<file path="src/rtl/regfile_wport_arbiter_pkg.sv">
// regfile_wport_arbiter_pkg: shared widths and types for the register-file write-port arbiter.
// Rev 1.0
`default_nettype none

package regfile_wport_arbiter_pkg;

  localparam int unsigned RADDR_W  = 5;
  localparam int unsigned DATA_W   = 32;
  localparam int unsigned NUM_REGS = 32;
  localparam logic [RADDR_W-1:0] R0 = 5'd0;

  typedef struct packed {
    logic [RADDR_W-1:0] wr;
    logic [DATA_W-1:0]  d;
  } wr_req_t;

endpackage

`default_nettype wire

</file>
<file path="src/rtl/regfile_wfifo.sv">
// regfile_wfifo: synchronous FIFO buffering long-latency results; full/empty from an extra pointer bit.
// Rev 1.0
`default_nettype none

module regfile_wfifo #(
  parameter int unsigned DEPTH = 2,
  parameter int unsigned WIDTH = 37
) (
  input  logic             Clk,
  input  logic             Clrn,
  input  logic             push_i,
  input  logic             pop_i,
  input  logic [WIDTH-1:0] din_i,
  output logic [WIDTH-1:0] dout_o,
  output logic             full_o,
  output logic             empty_o
);

  localparam int unsigned PW = $clog2(DEPTH);

  logic [PW:0]      wptr_q, wptr_d;
  logic [PW:0]      rptr_q, rptr_d;
  logic [WIDTH-1:0] mem_q [DEPTH];

  always_comb begin
    wptr_d  = wptr_q + (PW+1)'(push_i);
    rptr_d  = rptr_q + (PW+1)'(pop_i);
    empty_o = (wptr_q == rptr_q);
    full_o  = (wptr_q[PW] != rptr_q[PW]) && (wptr_q[PW-1:0] == rptr_q[PW-1:0]);
    dout_o  = mem_q[rptr_q[PW-1:0]];
  end

  always_ff @(posedge Clk or negedge Clrn) begin
    if (!Clrn) begin
      wptr_q <= '0;
      rptr_q <= '0;
    end else begin
      wptr_q <= wptr_d;
      rptr_q <= rptr_d;
    end
  end

  // Storage needs no reset: contents are only observable between push and pop.
  always_ff @(posedge Clk) begin
    if (push_i) begin
      mem_q[wptr_q[PW-1:0]] <= din_i;
    end
  end

endmodule

`default_nettype wire

</file>
<file path="src/rtl/regfile_wport_arbiter.sv">
// regfile_wport_arbiter: shares the register-file write port between pipeline writeback and the
// long-latency unit, with a pending-register scoreboard and a WB starvation guard. Rev 1.0
`default_nettype none

module regfile_wport_arbiter
  import regfile_wport_arbiter_pkg::*;
#(
  parameter int unsigned FIFO_DEPTH   = 2,
  parameter int unsigned STARVE_LIMIT = 4
) (
  input  logic               Clk,
  input  logic               Clrn,
  input  logic               wb_we,
  input  logic [RADDR_W-1:0] wb_wr,
  input  logic [DATA_W-1:0]  wb_d,
  output logic               wb_stall,
  input  logic               lu_valid,
  input  logic [RADDR_W-1:0] lu_wr,
  input  logic [DATA_W-1:0]  lu_d,
  output logic               lu_ready,
  input  logic               iss_valid,
  input  logic [RADDR_W-1:0] iss_wr,
  output logic               iss_block,
  input  logic [RADDR_W-1:0] chk_ra,
  input  logic [RADDR_W-1:0] chk_rb,
  output logic               hazard_a,
  output logic               hazard_b,
  output logic               We,
  output logic [RADDR_W-1:0] Wr,
  output logic [DATA_W-1:0]  D
);

  localparam int unsigned CNT_W = $clog2(STARVE_LIMIT + 1);
  localparam logic [CNT_W-1:0] CNT_LAST = CNT_W'(STARVE_LIMIT - 1);

  wr_req_t             head;
  wr_req_t             lu_req;
  logic                fifo_full, fifo_empty;
  logic                wb_grant, fifo_grant, push;
  logic [NUM_REGS-1:0] pending_q, pending_d;
  logic [CNT_W-1:0]    starve_q, starve_d;
  logic                wb_stall_q, wb_stall_d;

  assign lu_req = '{wr: lu_wr, d: lu_d};

  regfile_wfifo #(
    .DEPTH (FIFO_DEPTH),
    .WIDTH ($bits(wr_req_t))
  ) u_wfifo (
    .Clk     (Clk),
    .Clrn    (Clrn),
    .push_i  (push),
    .pop_i   (fifo_grant),
    .din_i   (lu_req),
    .dout_o  (head),
    .full_o  (fifo_full),
    .empty_o (fifo_empty)
  );

  // WB has priority unless the guard has stalled it; the FIFO takes any idle port cycle.
  always_comb begin
    wb_grant   = wb_we && (wb_wr != R0) && !wb_stall_q;
    fifo_grant = !wb_grant && !fifo_empty;
    lu_ready   = !fifo_full || fifo_grant;
    push       = lu_valid && lu_ready && (lu_wr != R0);
    We         = wb_grant || fifo_grant;
    Wr         = R0;
    D          = '0;
    if (wb_grant) begin
      Wr = wb_wr;
      D  = wb_d;
    end else if (fifo_grant) begin
      Wr = head.wr;
      D  = head.d;
    end
  end

  // Clear before set so a same-cycle issue to the retiring register stays pending.
  always_comb begin
    pending_d = pending_q;
    if (fifo_grant) begin
      pending_d[head.wr] = 1'b0;
    end
    if (iss_valid && (iss_wr != R0)) begin
      pending_d[iss_wr] = 1'b1;
    end
    pending_d[0] = 1'b0;
  end

  always_comb begin
    starve_d   = '0;
    wb_stall_d = 1'b0;
    if (!fifo_empty && wb_grant) begin
      if (starve_q == CNT_LAST) begin
        wb_stall_d = 1'b1;
      end else begin
        starve_d = starve_q + CNT_W'(1);
      end
    end
  end

  always_ff @(posedge Clk or negedge Clrn) begin
    if (!Clrn) begin
      pending_q  <= '0;
      starve_q   <= '0;
      wb_stall_q <= 1'b0;
    end else begin
      pending_q  <= pending_d;
      starve_q   <= starve_d;
      wb_stall_q <= wb_stall_d;
    end
  end

  assign wb_stall  = wb_stall_q;
  assign iss_block = pending_q[iss_wr];
  assign hazard_a  = pending_q[chk_ra];
  assign hazard_b  = pending_q[chk_rb];

  a_no_issue_on_pending: assert property (@(posedge Clk) disable iff (!Clrn)
    !(iss_valid && iss_block));

endmodule

`default_nettype wire

</file>
<file path="config.mk">
export PLATFORM = sky130hd
export DESIGN_NAME = regfile_wport_arbiter
export DESIGN_NICKNAME = d
export VERILOG_FILES = /design/src/rtl/regfile_wport_arbiter_pkg.sv /design/src/rtl/regfile_wfifo.sv /design/src/rtl/regfile_wport_arbiter.sv
export SDC_FILE = /design/constraint.sdc
export NUM_CORES = 1
export LEC_CHECK = 0
export ABC_AREA = 0
export CAP_MARGIN = 20
export CORE_ASPECT_RATIO = 1.2
export CORE_MARGIN = 4
export CORE_UTILIZATION = 50
export DETAILED_ROUTE_END_ITERATION = 16
export GPL_TIMING_DRIVEN = 0
export PLACE_DENSITY = 0.8
export SYNTH_ARGS = -nofsm -noshare
export SYNTH_HDL_FRONTEND = slang
export SYNTH_SLANG_ARGS = --single-unit
export TNS_END_PERCENT = 10
</file>
<file path="constraint.sdc">
create_clock -name Clk -period 2.7 [get_ports Clk]
set_input_delay 0.54 -clock Clk [delete_from_list [all_inputs] [get_ports Clk]]
set_output_delay 0.54 -clock Clk [all_outputs]
set_load 0.02 [all_outputs]
</file>
======== Word level (Yosys, flattened, before mapping) ========
Memory sizes are Yosys's and may differ from the RTL's.
Index checks and enable logic that the tools add are counted.
storage, ports and cells
  bits in writable memories ............... 74
  ROM bits ................................ 0
  bits in registers ....................... 39
  output and inout port bits .............. 43
  input bits .............................. 94
  memories ................................ 1
  bits in latches ......................... 0
memory list
  memory         words  bits a word  rd ports  clocked after Yosys merged registers in  wr ports  RTL line             source
  u_wfifo.mem_q  2      37           1         0                                        1         regfile_wfifo.sv:23  logic [WIDTH-1:0] mem_q [DEPTH];
operators by class
  reduce and logical (&&, ||, !) cells .... 19
  divide/modulo/power cells ............... 0
  mux-type cells .......................... 22
  shift operators ......................... 0
  equality and inequality tests ........... 4
  bitwise gates (word level) .............. 3
  multipliers ............................. 0
  $add $sub $neg .......................... 3
  magnitude comparators ................... 6
operators by type and width
  kind                   count
  $mux W32               4
  $and A32 B32 Y32       1
  $not A32 Y32           1
  $or A32 B32 Y32        1
  $lt A5 B6 Y1 const B   4
  $bmux W1 S5            3
  $reduce_bool A5 Y1     3
  $demux W1 S5           2
  $ge A5 B1 Y1 const B   2
  $logic_and A1 B1 Y1    10
  $mux W5                2
  $mux W1                9
  $mux W3                2
  $add A2 B1 Y2          2
  $logic_not A1 Y1       4
  $add A3 B1 Y3 const B  1
  $eq A3 B2 Y1 const B   1
  $eq A2 B2 Y1           1
  $logic_or A1 B1 Y1     2
  $eq A1 B1 Y1           1
  $ne A1 B1 Y1           1

======== Logic depth before layout (Yosys ltp) ========
Gate-level depths: netlist (run 1).
  depth in word-level cells ............... 10
  depth in mapped cells ................... 9
  gate-level depth less buffers ........... 6

======== By module ========
Synthesis (run 1) repeated with hierarchy kept, for this count alone.
second synthesis, totals
  cells, all modules ...................... 493
  area total of the unflattened synthesis .. 5,783.0 µm²
modules (own cells, without submodules)
  module                 times used  area each (µm²)  cells each  seq. area each (µm²)
  regfile_wfifo          1           2,942.8          130         2,322.2
  regfile_wport_arbiter  1           2,840.2          363         875.8

======== Least setup slack after synthesis (run 1) ========
No wires, ideal clock.
  path kind ............................... in2reg
  start ................................... input port wb_wr[2]
  end ..................................... memory u_wfifo.mem_q[1][0] (enable)
  setup time .............................. 0.399 ns
  data required time ...................... 2.301 ns
  path slack .............................. -0.689 ns
  arrival ................................. 2.990 ns
  path buffers ............................ 2
  stages .................................. 7
  cells stage by stage .................... or4_1 > o21a_1 > buf_6 > clkbuf_1 > nand3b_1 > o311a_1 > ha_1
on the way
  word-level cells in the longest chain between the ends .. 10
ends and longest elaborated chain
  element                           RTL line                     source
  start: declaration                regfile_wport_arbiter.sv:14  input logic [RADDR_W-1:0] wb_wr,
  $reduce_bool A5 Y1                regfile_wport_arbiter.sv:62  wb_grant = wb_we && (wb_wr != R0) && !wb_stall_q;
  $logic_and A1 B1 Y1 (2 in a row)  regfile_wport_arbiter.sv:62
  $logic_not A1 Y1                  regfile_wport_arbiter.sv:63  fifo_grant = !wb_grant && !fifo_empty;
  $logic_and A1 B1 Y1               regfile_wport_arbiter.sv:63
  $logic_or A1 B1 Y1                regfile_wport_arbiter.sv:64  lu_ready = !fifo_full || fifo_grant;
  named net lu_ready                regfile_wport_arbiter.sv:20  output logic lu_ready,
  $logic_and A1 B1 Y1 (2 in a row)  regfile_wport_arbiter.sv:65  push = lu_valid && lu_ready && (lu_wr != R0);
  $mux W1                           regfile_wfifo.sv:45          if (push_i) begin
  $mux W1 (implied by the code)     regfile_wfifo.sv:46          mem_q[wptr_q[PW-1:0]] <= din_i;
  end: declaration                  regfile_wfifo.sv:23
The timed path passes the listed nets, and every way through them passes these cells.

======== Final worst setup path (run 1) ========
  start ................................... input port wb_wr[1]
  end ..................................... output port D[12]
on the way
  word-level cells in the longest chain between the ends .. 7
ends and longest elaborated chain
  element                             RTL line                     source
  $reduce_bool A5 Y1 *                regfile_wport_arbiter.sv:62
  $logic_and A1 B1 Y1 * (2 in a row)  regfile_wport_arbiter.sv:62
  $logic_not A1 Y1                    regfile_wport_arbiter.sv:63
  $logic_and A1 B1 Y1                 regfile_wport_arbiter.sv:63
  $mux W32                            regfile_wport_arbiter.sv:72  end else if (fifo_grant) begin
  $mux W32 *                          regfile_wport_arbiter.sv:69  if (wb_grant) begin
  end: declaration                    regfile_wport_arbiter.sv:30  output logic [DATA_W-1:0] D
Mark *: on every way between the ends. The rest lies on a longest branch, timed or not.

==> results.sh, run 1 <==
export IMPL_outcome="finished, violations left"
export IMPL_violations="setup timing"
export IMPL_max_slew_margin_rel_pct=41.8
export IMPL_wl_per_cell_um=21.0
export IMPL_synth_cells=460
export IMPL_final_cell_count_no_fill=784
export IMPL_p_comb_share_pct=44.6
export IMPL_netlist_area_um2=5860
export IMPL_rsz0062_at_grt="yes"
export IMPL_fin_skew_ns=0.00633
export IMPL_clk_path_buf_depth=2
export IMPL_grt_pass1_wl_mm=25.8
export IMPL_irDropWorstVdd_uv=628
export IMPL_die_area_um2=13500
export IMPL_drive_above_1_share_pct=29.7
export IMPL_finalPower_mw=8.92
export IMPL_antenna_found_initial=0
export IMPL_reg2reg_from="wb_stall"
export IMPL_grtUsageTotal_pct=24.9
export IMPL_slew_viol_final=0
export IMPL_vias=4610
export IMPL_placed_cells=744
export IMPL_start_util_pct=50.9
export IMPL_cp_arrival_ns=2.29
export IMPL_avgSynthCellArea_um2=12.7
export IMPL_critical_path_most_common_cell="buf_6"
export IMPL_ys_async_sr_fraction_pct=34.5
export IMPL_fin_crit_sh_pct=105
export IMPL_clk_latency_ns=0.40
export IMPL_tightest_slew_ns=0.872
export IMPL_p_per_area_nw_per_um2=1070
export IMPL_final_cell_mix="78 x clkdlybuf4s50_1, 74 x edfxtp_1, 46 x nand2_1, 38 x dfrtp_1, 36 x o21ai_0"
export IMPL_critical_path_slowest_cell="or4_4"
export IMPL_crit_start="wb_wr[1]"
export IMPL_ys_flop_type="edfxtp_1"
export IMPL_path_class="in2out"
export IMPL_syn2layout_area_growth_pct=42.0
export IMPL_fin_hold_ws_ns=0.257
export IMPL_port_buffers=127
export IMPL_critical_path_startpoint_type="input port"
export IMPL_r2r_setup_slack_ns=0.46
export IMPL_drt_wl_total_mm=16.5
export IMPL_synth_distinct_cells=45
export IMPL_gp_congestion=0.904
export IMPL_finalHoldViolCount=0
export IMPL_drt_initial_drc_count=307
export IMPL_grt_pass1_vias=4982
export IMPL_worstSetupEndpointType="output pin"
export IMPL_routed_via_density=5.88
export IMPL_die_y_um=127
export IMPL_diodes=0
export IMPL_switchingPower_mw=3.31
export IMPL_synth_seq_area_share_pct=54.5
export IMPL_cts_sinks=113
export IMPL_p_seq_share_pct=31.4
export IMPL_grt_max_degree=40
export IMPL_synth_edf_count=74
export IMPL_crit_chain="buf_6 > or4_4 > o21a_4 > or2_4 > buf_12 > buf_16 > o21ai_4 > buf_6"
export IMPL_clkPwrFrac_pct=24.0
export IMPL_io_pins=137
export IMPL_h_tree_depth=4
export IMPL_sw_frac_of_total_pct=37.1
export IMPL_synth_seq_cells=113
export IMPL_core_area_um2=11500
export IMPL_layout_commonest_cell="clkdlybuf4s50_1"
export IMPL_multi_input_area_um2=2690
export IMPL_nNetsFinal=712
export IMPL_internal_power_mw=5.62
export IMPL_setup_slack_ns=-0.128
export IMPL_dp_hpwl_mm=11.1
export IMPL_cts_root_buffer="clkbuf_16"
export IMPL_ant_nets=0
export IMPL_seqCellArea_um2=3200
export IMPL_drc=0
export IMPL_required_ns=2.16
export IMPL_std_cell_rows=43
export IMPL_clock_fmax_mhz=354
export IMPL_period_needed_ns=2.83
export IMPL_die_w_um=107
export IMPL_cts_tree="done"
export IMPL_yosysWarningCount=0
export IMPL_drt_first_pass_iters=5
export IMPL_post_place_ws_ns=-1.09
export IMPL_overflow=0
export IMPL_clk_pin_slew_ns=0.05
export IMPL_fill_cells=756
export IMPL_critPathMaxFanout=8
export IMPL_power_leakage_nw=3.26
export IMPL_critPathMaxStageDelay_ns=0.53
export IMPL_setup_viol=35
export IMPL_drv_cap=0
export IMPL_syn_nets=558
export IMPL_hp_class="in2async"
export IMPL_cts_buffers=17
## cell families (layout without fill, tap and decap cells)
logic type | after synthesis | in the layout | synth area share (%)
AND/OR/NAND/NOR | 119 | 119 | 11.4
buffers and inverters | 44 | 211 | 3.56
XOR/XNOR | 4 | 4 | 0.597
adder cells (fa/ha/maj) | 4 | 4 | 0.854
flip-flops | 113 | 113 | 54.5
multiplexers | 63 | 63 | 15.4
AO/OA/AOI/OAI | 113 | 113 | 13.7
## power groups by stage
stage          clock [mW]  combinational (mW)  sequential (mW)
2_1_floorplan           0                2.23             2.65
3_3_place_gp            0                3.31             2.73
3_5_place_dp            0                3.37             2.77
4_1_cts              2.14                3.90             2.75
5_1_grt              2.23                4.23             2.86
6_report             2.14                3.98             2.80
## critical path, delay by kind of cell
family | cells | cell delay, ns
compound gates | 2 | 0.41
simple gates | 2 | 0.78
buf+inv | 4 | 0.55
## registers in the layout, indices dropped and copies added (netlist names)
| signal | flops |
|---|---|
| u_wfifo.mem_q | 74 |
| pending_q | 31 |
| starve_q | 3 |
| u_wfifo.rptr_q | 2 |
| u_wfifo.wptr_q | 2 |
| wb_stall | 1 |
## per-layer routing
layer | up-vias | GRT usage (%) | part of all wire [%]
li1 | 2096 | - | -
met1 | 2240 | 27.8 | 36
met2 | 241 | 45.8 | 54
met3 | 33 | 6.87 | 8.1
met4 | 0 | 7.90 | 2.1
met5 | - | 0 | 0
## stage by stage
stage | instance area (um2) | utilization [%] | setup TNS, ns
detailed placement | 7360 | 63.9 | -84.90
finish | 8330 | 72.3 | -2.05
global route | 8330 | 72.3 | -3.21
CTS | 8250 | 71.6 | -5.90
floorplan | 5900 | - | -6.34
global placement | 7370 | 64.0 | -80.87
## area by class of cell
type | instances | share of cell area [%]
Clock buffer | 18 | 5.15
Clock inverter | 14 | 1.67
Inverter | 14 | 0.631
Tap cell | 157 | 2.36
Timing Repair Buffer | 138 | 16.7
Multi-Input combinational cell | 303 | 32.3
Sequential cell | 113 | 38.4
Buffer | 27 | 2.81
## cell usage after synthesis, drive strengths merged, types with 7 or more instances
library cell / count / area share [%]
edfxtp: 74 / 38
buf: 10 / 1.4
o31ai: 14 / 1.8
inv: 14 / 0.90
nand2: 46 / 2.9
mux4: 21 / 8.1
o41ai: 8 / 1.2
nand2b: 8 / 0.85
clkbuf: 20 / 1.3
nor2: 13 / 0.83
nand3b: 7 / 0.90
o21ai: 70 / 7.8
dfrtp: 39 / 17
mux2i: 36 / 6.1
## what timing repair did
item / CTS / global route
endpoints found under the setup margin: 117 / 117
gates resized for setup: 307 / 28
buffers inserted: 6 / 1
pin swaps: 35 / 4
hold buffers: 0 / 0
cloned: 4 / 0
## path summary, 6_finish.rpt
path | end | depth (start not counted)
worst min-delay path | pending_q[4] | 1
min in group Clk | starve_q[0] | 1
worst max-delay path | D[12] | 8
worst min register to register | starve_q[0] | 1
max in group asynchronous | u_wfifo.rptr_q[0] | 1
worst max register to register | u_wfifo.mem_q[1][29] | 7
No activity file was read; power rests on OpenSTA's default activity.
==> inputs of run 2 (changes only) <==
- CORE_MARGIN: 4 -> not set
==> run 2 against run 1 <==
  * The run still ends with setup timing left
  * Flip-flop and latch count unchanged
  * Design area up 0.99%
  * Largest cell class unchanged
  * Global-route usage up 3.8 points
  * First-iteration DRC count up 22%
  * Sequential share of layout area down 0.35 points
  * Count of clock-buffer cells in the layout up 2
  * Maximum frequency up 1.2%
  * Highest routed layer unchanged
  * Clock power up 7%
  * Routed wire length up 7.2%
  * Power up 3.9%
  * Via count up 4.1%
==> results.sh, run 2 (synthesis gave the netlist of run 1 again) <==
export IMPL_period_needed_ns=2.79
export IMPL_drv_cap=0
export IMPL_cts_buffers=17
export IMPL_post_dp_cell_area_um2=7360
export IMPL_worstSetupEndpointType="output pin"
export IMPL_grt_pass1_wl_mm=25.9
export IMPL_ant_nets=0
export IMPL_layout_commonest_cell="clkdlybuf4s50_1"
export IMPL_drive_above_1_share_pct=29.6
export IMPL_io_pins=137
export IMPL_p_comb_share_pct=44.8
export IMPL_diodes=0
export IMPL_hp_class="in2async"
export IMPL_nNetsFinal=713
export IMPL_setup_viol=36
export IMPL_syn2layout_area_growth_pct=43.4
export IMPL_r2r_cells=5
export IMPL_final_cell_mix="78 x clkdlybuf4s50_1, 74 x edfxtp_1, 46 x nand2_1"
export IMPL_std_cell_rows=42
export IMPL_wl_per_cell_um=22.6
export IMPL_fin_crit_sh_pct=103
export IMPL_core_area_um2=11200
export IMPL_internal_power_mw=5.85
export IMPL_setup_slack_ns=-0.0941
export IMPL_gp_congestion=0.842
export IMPL_tightest_slew_ns=0.864
export IMPL_critical_path_startpoint_type="input port"
export IMPL_clk_path_buf_depth=2
export IMPL_r2r_setup_slack_ns=0.38
export IMPL_cp_arrival_ns=2.25
export IMPL_start_util_pct=52.1
export IMPL_irDropWorstVdd_uv=858
export IMPL_drt_initial_drc_count=375
export IMPL_finalHoldViolCount=0
export IMPL_post_place_ws_ns=-1.30
export IMPL_switchingPower_mw=3.42
export IMPL_vias=4797
export IMPL_rsz0062_at_grt="yes"
export IMPL_power_leakage_nw=3.28
export IMPL_antenna_found_initial=0
export IMPL_post_route_util_pct=74.8
export IMPL_clk_pin_slew_ns=0.05
export IMPL_slew_viol_final=0
export IMPL_grt_max_degree=40
export IMPL_p_seq_share_pct=30.5
export IMPL_path_class="in2out"
export IMPL_cts_tree="done"
export IMPL_critPathMaxFanout=8
export IMPL_fill_cells=694
export IMPL_port_buffers=127
export IMPL_h_tree_depth=4
export IMPL_die_w_um=101
export IMPL_clkPwrFrac_pct=24.7
export IMPL_drt_first_pass_iters=5
export IMPL_cts_root_buffer="clkbuf_16"
export IMPL_drc=0
export IMPL_max_slew_margin_rel_pct=42.4
export IMPL_grtUsageTotal_pct=28.7
export IMPL_cts_sinks=113
export IMPL_violations="setup timing"
export IMPL_largest_reg_flops=74
export IMPL_drt_wl_total_mm=17.7
export IMPL_die_y_um=121
export IMPL_fin_hold_ws_ns=0.249
export IMPL_sw_frac_of_total_pct=36.9
export IMPL_rr_endpoint="pending_q[17]"
export IMPL_grt_pass1_vias=5036
export IMPL_overflow=0
export IMPL_routed_via_density=6.13
export IMPL_clock_fmax_mhz=358
export IMPL_die_area_um2=12200
export IMPL_required_ns=2.16
export IMPL_fin_area_um2=8410
export IMPL_dp_hpwl_mm=11.3
export IMPL_reg2reg_from="u_wfifo.rptr_q[0]"
export IMPL_outcome="finished, violations left"
export IMPL_clk_latency_ns=0.41
export IMPL_p_per_area_nw_per_um2=1100
export IMPL_fin_skew_ns=0.00592
## run 2: changes by cell type in the layout (fill, tap and decap cells not counted), moves of 2 or more
cell       delta
bufinv_16     +2
clkbuf_2      +3
clkbuf_4      -2
dfrtp_1       -2
dfrtp_2       +2
inv_6         -3
o21ai_2       -6
o21ai_4       +5
## run 2: metal layers
layer  share of wire [%]  track usage, %  wire length, um  vias to the layer above
met5                   0               0                0                        -
met4                 2.9            12.0              512                        0
met3                 8.0            7.63             1410                       46
met2                  53            50.4             9340                      305
met1                  36            32.9             6400                     2353
li1                    -               -                -                     2093
## run 2: power groups by stage
stage | Combinational, mW | Sequential [mW] | Clock (mW)
finish | 4.16 | 2.83 | 2.29
CTS | 3.86 | 2.77 | 2.29
global placement | 3.32 | 2.73 | 0
detailed placement | 3.40 | 2.78 | 0
floorplan | 2.23 | 2.65 | 0
global route | 4.38 | 2.86 | 2.36
## run 2: repair_timing
item | 4_1_cts | 5_1_grt
setup endpoints to repair | 117 | 116
cloned | 3 | 1
pin swaps | 31 | 8
setup buffers | 4 | 3
hold buffers | 0 | 0
gates resized for setup | 316 | 24
## run 2: final cells by class
type | count | area [um2] | share of cell area [%]
tap | 154 | 193 | 2.29
multi-input combinational | 303 | 2730 | 32.4
clock inverter | 12 | 165 | 1.96
clock buffer | 20 | 437 | 5.19
sequential | 113 | 3200 | 38.1
timing repair buffer | 138 | 1400 | 16.6
inverter | 14 | 52.6 | 0.625
buffer | 28 | 236 | 2.81
## run 2: critical path: stages
cell and delay [ns]:
buf_6 0.10, or4_4 0.52, o21a_4 0.23, or2_4 0.25
buf_12 0.16, buf_12 0.15, o21ai_4 0.15, buf_6 0.14
## run 2: worst max-delay path by stage
stage                   from                   to  slack (ns)  depth (start not counted)
detailed placement     wb_we                D[21]       -1.30                          9
floorplan           wb_wr[2]  u_wfifo.mem_q[1][0]       -0.09                          7
CTS                 wb_wr[4]                D[21]       -0.18                          9
finish              wb_wr[4]                D[19]       -0.09                          8
global route           wb_we                 D[6]       -0.14                          8
global placement       wb_we                D[21]       -1.20                          9
## run 2: through the flow
| step | cells | total power, mW | setup TNS (ns) |
|---|---|---|---|
| 3_5_place_dp | 741 | 6.18 | -90.30 |
| 6_report | 782 | 9.27 | -2.00 |
| 5_1_grt | 782 | 9.61 | -3.24 |
| 2_1_floorplan | 460 | 4.87 | -6.34 |
| 4_1_cts | 780 | 8.91 | -5.34 |
| 3_3_place_gp | 741 | 6.05 | -85.17 |
